## config.mk

```make
export PLATFORM = sky130hd
export DESIGN_NAME = reg_file_32x32
export DESIGN_NICKNAME = d
export VERILOG_FILES = /design/src/rtl/reg_file_32x32.sv
export SDC_FILE = /design/constraint.sdc
export NUM_CORES = 2
export LEC_CHECK = 0
export CAP_MARGIN = 20
export CORE_ASPECT_RATIO = 0.8
export CORE_UTILIZATION = 40
export DETAILED_ROUTE_END_ITERATION = 12
export DONT_BUFFER_PORTS = 1
export GPL_ROUTABILITY_DRIVEN = 0
export SETUP_SLACK_MARGIN = 0.3
export SYNTH_ARGS = -nofsm -noshare
export SYNTH_HDL_FRONTEND = slang
export SYNTH_SLANG_ARGS = --single-unit
```

## constraint.sdc

```tcl
create_clock -name Clk -period 12.89 [get_ports Clk]
set_clock_uncertainty 0.1 [all_clocks]
set_input_delay 3.867 -clock Clk [delete_from_list [all_inputs] [get_ports Clk]]
set_output_delay 3.867 -clock Clk [all_outputs]
set_load 0.005 [all_outputs]
```

## src/rtl/reg_file_32x32.sv

```systemverilog
// 32-entry register file with two registered read ports, one write port,
// write-through bypass and a hard-wired zero register.
module reg_file_32x32 #(
  parameter int DATA_W = 32,
  parameter int ADDR_W = 5
) (
  input  logic              Clk,
  input  logic              Reset,
  input  logic              Wr_En,
  input  logic [ADDR_W-1:0] Wr_Addr,
  input  logic [DATA_W-1:0] Wr_Data,
  input  logic              Rd_En,
  input  logic [ADDR_W-1:0] Rd_Addr_A,
  input  logic [ADDR_W-1:0] Rd_Addr_B,
  output logic [DATA_W-1:0] Rd_Data_A,
  output logic [DATA_W-1:0] Rd_Data_B,
  output logic              Rd_Valid
);

  localparam int DEPTH = 2 ** ADDR_W;

  logic [DATA_W-1:0] regs [DEPTH];
  logic              wr_hit;
  logic [DATA_W-1:0] next_a;
  logic [DATA_W-1:0] next_b;

  // Writes to register 0 are dropped here, so it is never anything but zero.
  assign wr_hit = Wr_En && (Wr_Addr != '0);

  // Read mux: zero register first, then same-edge write bypass, then storage.
  always_comb begin
    // NOTE: every comb output gets a default first so no path can infer a latch.
    next_a = regs[Rd_Addr_A];
    next_b = regs[Rd_Addr_B];
    if (Rd_Addr_A == '0)
      next_a = '0;
    else if (wr_hit && (Rd_Addr_A == Wr_Addr))
      next_a = Wr_Data;
    if (Rd_Addr_B == '0)
      next_b = '0;
    else if (wr_hit && (Rd_Addr_B == Wr_Addr))
      next_b = Wr_Data;
  end

  // NOTE: sequential state uses non-blocking assignments so every register
  // samples pre-edge values regardless of statement order.
  always_ff @(posedge Clk) begin
    if (!Reset) begin
      // NOTE: the whole array is cleared on reset, which forces flops rather
      // than a RAM macro; that is intended for a 32-entry register file.
      for (int i = 0; i < DEPTH; i++)
        regs[i] <= '0;
      Rd_Data_A <= '0;
      Rd_Data_B <= '0;
      Rd_Valid  <= 1'b0;
    end else begin
      if (wr_hit)
        regs[Wr_Addr] <= Wr_Data;
      Rd_Valid <= Rd_En;
      if (Rd_En) begin
        Rd_Data_A <= next_a;
        Rd_Data_B <= next_b;
      end
    end
  end

endmodule

```

==> metrics list <==
- Initial antenna violation count: 6
- H-tree depth reported by CTS: 3
- Summing the sequential cell areas from Yosys gives a little under three fifths of the chip area.
* Top post-synthesis cells by count: 1024 x sky130_fd_sc_hd__edfxtp_1, 992 x sky130_fd_sc_hd__nor3_1, 429 x sky130_fd_sc_hd__mux4_2
- Run status: finished, final reports clean
* Static leakage: roughly 19 nW
- The number of clock buffers added by TritonCTS is roughly 110.
- Critical path start-end classification: primary input to flip-flop
- The floorplan step set the die height to approximately 340 um.
- For this design the ratio of total power to cell area is between 100 and 150 nW/um2.
- Count of synthesis-stage warnings from yosys: 0
- Max capacitance violation total: 0
* Setup Buffers After CTS: 0
- Synthesis inferred around 1100 register bits.
- The worst setup path is captured at a flip-flop.
* Distinct cell type count of the synthesized netlist: 52
* Netlist area before placement: about 56000 um2
- Final routed wire length divided by cell count: around 35 um
- Core box area: about 140000 um2
- Most frequently used cell type in the post-synthesis netlist: sky130_fd_sc_hd__edfxtp_1
- After clock tree synthesis, the clock-pin slew on the worst setup and hold paths is roughly 0.060 ns.
* Cells traversed along the worst timing path: or3_4 > buf_4 > nand3b_1 > buf_12 > o21ai_4 > buf_4
- In the synthesized netlist, the number of instances is roughly 4000.
* Post-detailed-placement half-perimeter wirelength: between 100000 and 150000 um
- The number of slew-limit violations in the final report came to 0.
- Counting flops with a built-in enable in the synthesized netlist gives a little over 1000.
- The count of nets left with antenna violations once routing finished came out at 0.
- Once the floorplan was initialized, standard cells occupied between 40% and 50% of the core.
- DR pass1 iterations: 8
- Boundary pin count: around 120
- The via count of the first global-routing pass came to approximately 38000.
- The count of final hold-check violations is 0.
- For this block, the routed nets add up to roughly 200000 um of wire.
* Clock tree buffer depth: 3
* WP data arrival: a little under 7 ns
* Num Clock Sinks: 1089
* Achievable frequency: 0.152 GHz
- After synthesis, the cell types taking the most area are sky130_fd_sc_hd__edfxtp_1 55%, sky130_fd_sc_hd__mux4_2 17%, sky130_fd_sc_hd__nor3_1 8.9%.
- Dividing the detail-routed via count by the number of cells gives 6.96.
- Post-layout instance count excluding filler cells: ~5700
- Number of stages on the worst setup path: 6
- Die Outline Area: roughly 140000 um2
* Endpoint required time on the critical path: around 13 ns
* Global-route wire length before repair: approximately 290000 um
- Row Count: between 100 and 150
- Maximum resistive drop on vdd: 121 uV
- Summed over all failing endpoints, the final setup total negative slack is 0 ns.
- The worst path uses 51.1% of the clock period.
* Resize count post-CTS: 0
- Worst Path Buf+Inv: 3
* Synthesis-to-layout area growth: 10.4%
- # nets final: between 3000 and 4000
* Path type of the worst min-delay path: flip-flop to flip-flop
- On the critical path, the stage with the largest delay is an instance of sky130_fd_sc_hd__buf_4.
- Among cell families on the critical path, the largest total delay comes from buffers and inverters.
- TritonCTS clock tree: built
- For this run, asynchronously set or reset flops after synthesis account for 0%.
* Global-route congestion overflow total: 0
- Leading area contributor after synthesis: sky130_fd_sc_hd__edfxtp_1
- R2R depth: 5
* Internal reg-to-reg setup slack: 10.68 ns
- DRT iter0 DRCs: 5580
- Mean Syn Cell Area: about 14 um2
* Yosys top cell area share: about 55%
- Cells with a size suffix above 1 make up just over 20% of the layout.
- Across all hold checks on the routed design, the worst slack comes to between 0.5 and 0.6 ns.
- Along the worst path, the maximum fanout reaches ~160.
* Dominant synthesized flop cell: sky130_fd_sc_hd__edfxtp_1
* Pin count of the biggest net entering global routing: 302
- Subtracting the final worst setup slack from the clock period gives approximately 6.6 ns.
* Insertion delay of the later-clocked pin in the worst-skew pair: 0.75 ns
* RSZ-0062 raised after global routing: no
- In the global route stage, overall resource usage came out at 28.1%.
* Hold-fix buffer count after cts: 0
* Die Wd: roughly 420 um
- Max stage delay on crit path: 0.82 ns
- Headroom to the max-slew limit came out at ~17%.
- Clock tree synthesis selected as its root buffer the cell sky130_fd_sc_hd__clkbuf_16.
- Setup violations remaining at the end of the flow were counted as 0.
- Counting instances, the worst hold path has a depth of 2.
- Sort of element at the start of the critical path: primary input
- Number of design rule violations left after detail routing: 0
- Detailed routing inserted a total of about 40000 vias.
- The cell that appears most often on the critical path is sky130_fd_sc_hd__buf_4.
* Count of input and output buffers: 0
- Slew at the pin with the worst max-slew slack: roughly 1.2 ns
- Once placement completed, the tool counted placed cells totaling 5440.
## state kept, by name, summed over array words and instances (netlist names)
signal	count
Rd_Data_B	32
regs	1024
Rd_Valid	1
Rd_Data_A	32
## final cells by class
class | instances | area, um2
Antenna cell | 5 | 12.5
Clock buffer | 133 | 2920
Clock inverter | 73 | 908
Fill cell | 12401 | 76800
Inverter | 35 | 131
Multi-Input combinational cell | 2364 | 21700
Sequential cell | 1089 | 32100
Tap cell | 1860 | 2330
Timing Repair Buffer | 113 | 1400
## final timing paths
path / from / to
worst max-delay path: Wr_Addr[3] / regs[8][25]
worst min-delay path: Rd_Data_B[11] / Rd_Data_B[11]
worst max register to register: regs[0][13] / Rd_Data_B[13]
worst min register to register: Rd_Data_B[11] / Rd_Data_B[11]
## power breakdown
group	internal (mW)	switching, mW
combinational	0.371	0.516
clock	1.99	1.47
sequential	4.07	0.135
total	6.43	2.12
## cell families (layout without fill, tap and decap cells)
kind of cell	after synthesis	count (layout)	synth area share, %
simple gates	1132	1132	10.2
compound gates	572	572	6.92
xor+xnor	10	10	0.157
buf+inv	569	354	4.50
other cells	1	37	0.00673
mux	618	618	20.7
flops	1089	1089	57.5
## per-layer routing
layer	global-route usage, %	share of wire [%]	vias up
li1	-	-	15612
met1	38.9	38	20537
met2	42.2	45	2854
met3	6.91	12	496
met4	11.6	4.5	4
met5	0	0.010	-
## worst min-delay path: cells and delay by family (launching register included)
kind / cells / cell delay, ns
AOI/OAI and AO/OA: 2 / 0.19
DFF: 1 / 0.41
## per-stage QoR
step | area [um2] | setup WS, ns | util (%) | power (mW)
2_1_floorplan | 55800 | 5.14 | - | 4.86
3_3_place_gp | 57000 | 5.64 | 41.2 | 5.10
3_5_place_dp | 57100 | 5.61 | 41.3 | 5.11
4_1_cts | 60900 | 6.38 | 44.0 | 8.51
5_1_grt | 61500 | 6.31 | 44.5 | 8.73
6_report | 61500 | 6.30 | 44.5 | 8.55
## placed cells by master (no fill, tap or decap), types with 32 or more instances in the layout
cell type	count
sky130_fd_sc_hd__edfxtp_1	1024
sky130_fd_sc_hd__nor3_1	992
sky130_fd_sc_hd__mux4_2	429
sky130_fd_sc_hd__mux2i_1	189
sky130_fd_sc_hd__a22oi_1	181
sky130_fd_sc_hd__clkbuf_16	111
sky130_fd_sc_hd__o22ai_1	91
sky130_fd_sc_hd__buf_4	84
sky130_fd_sc_hd__nand2_1	69
sky130_fd_sc_hd__dfxtp_1	65
sky130_fd_sc_hd__a21oi_1	51
sky130_fd_sc_hd__o21ai_1	43
sky130_fd_sc_hd__o21ai_0	41
sky130_fd_sc_hd__a211o_1	34
sky130_fd_sc_hd__o21ai_4	32
sky130_fd_sc_hd__inv_1	32
sky130_fd_sc_hd__conb_1	32
Power figures use the tool's default switching activity.
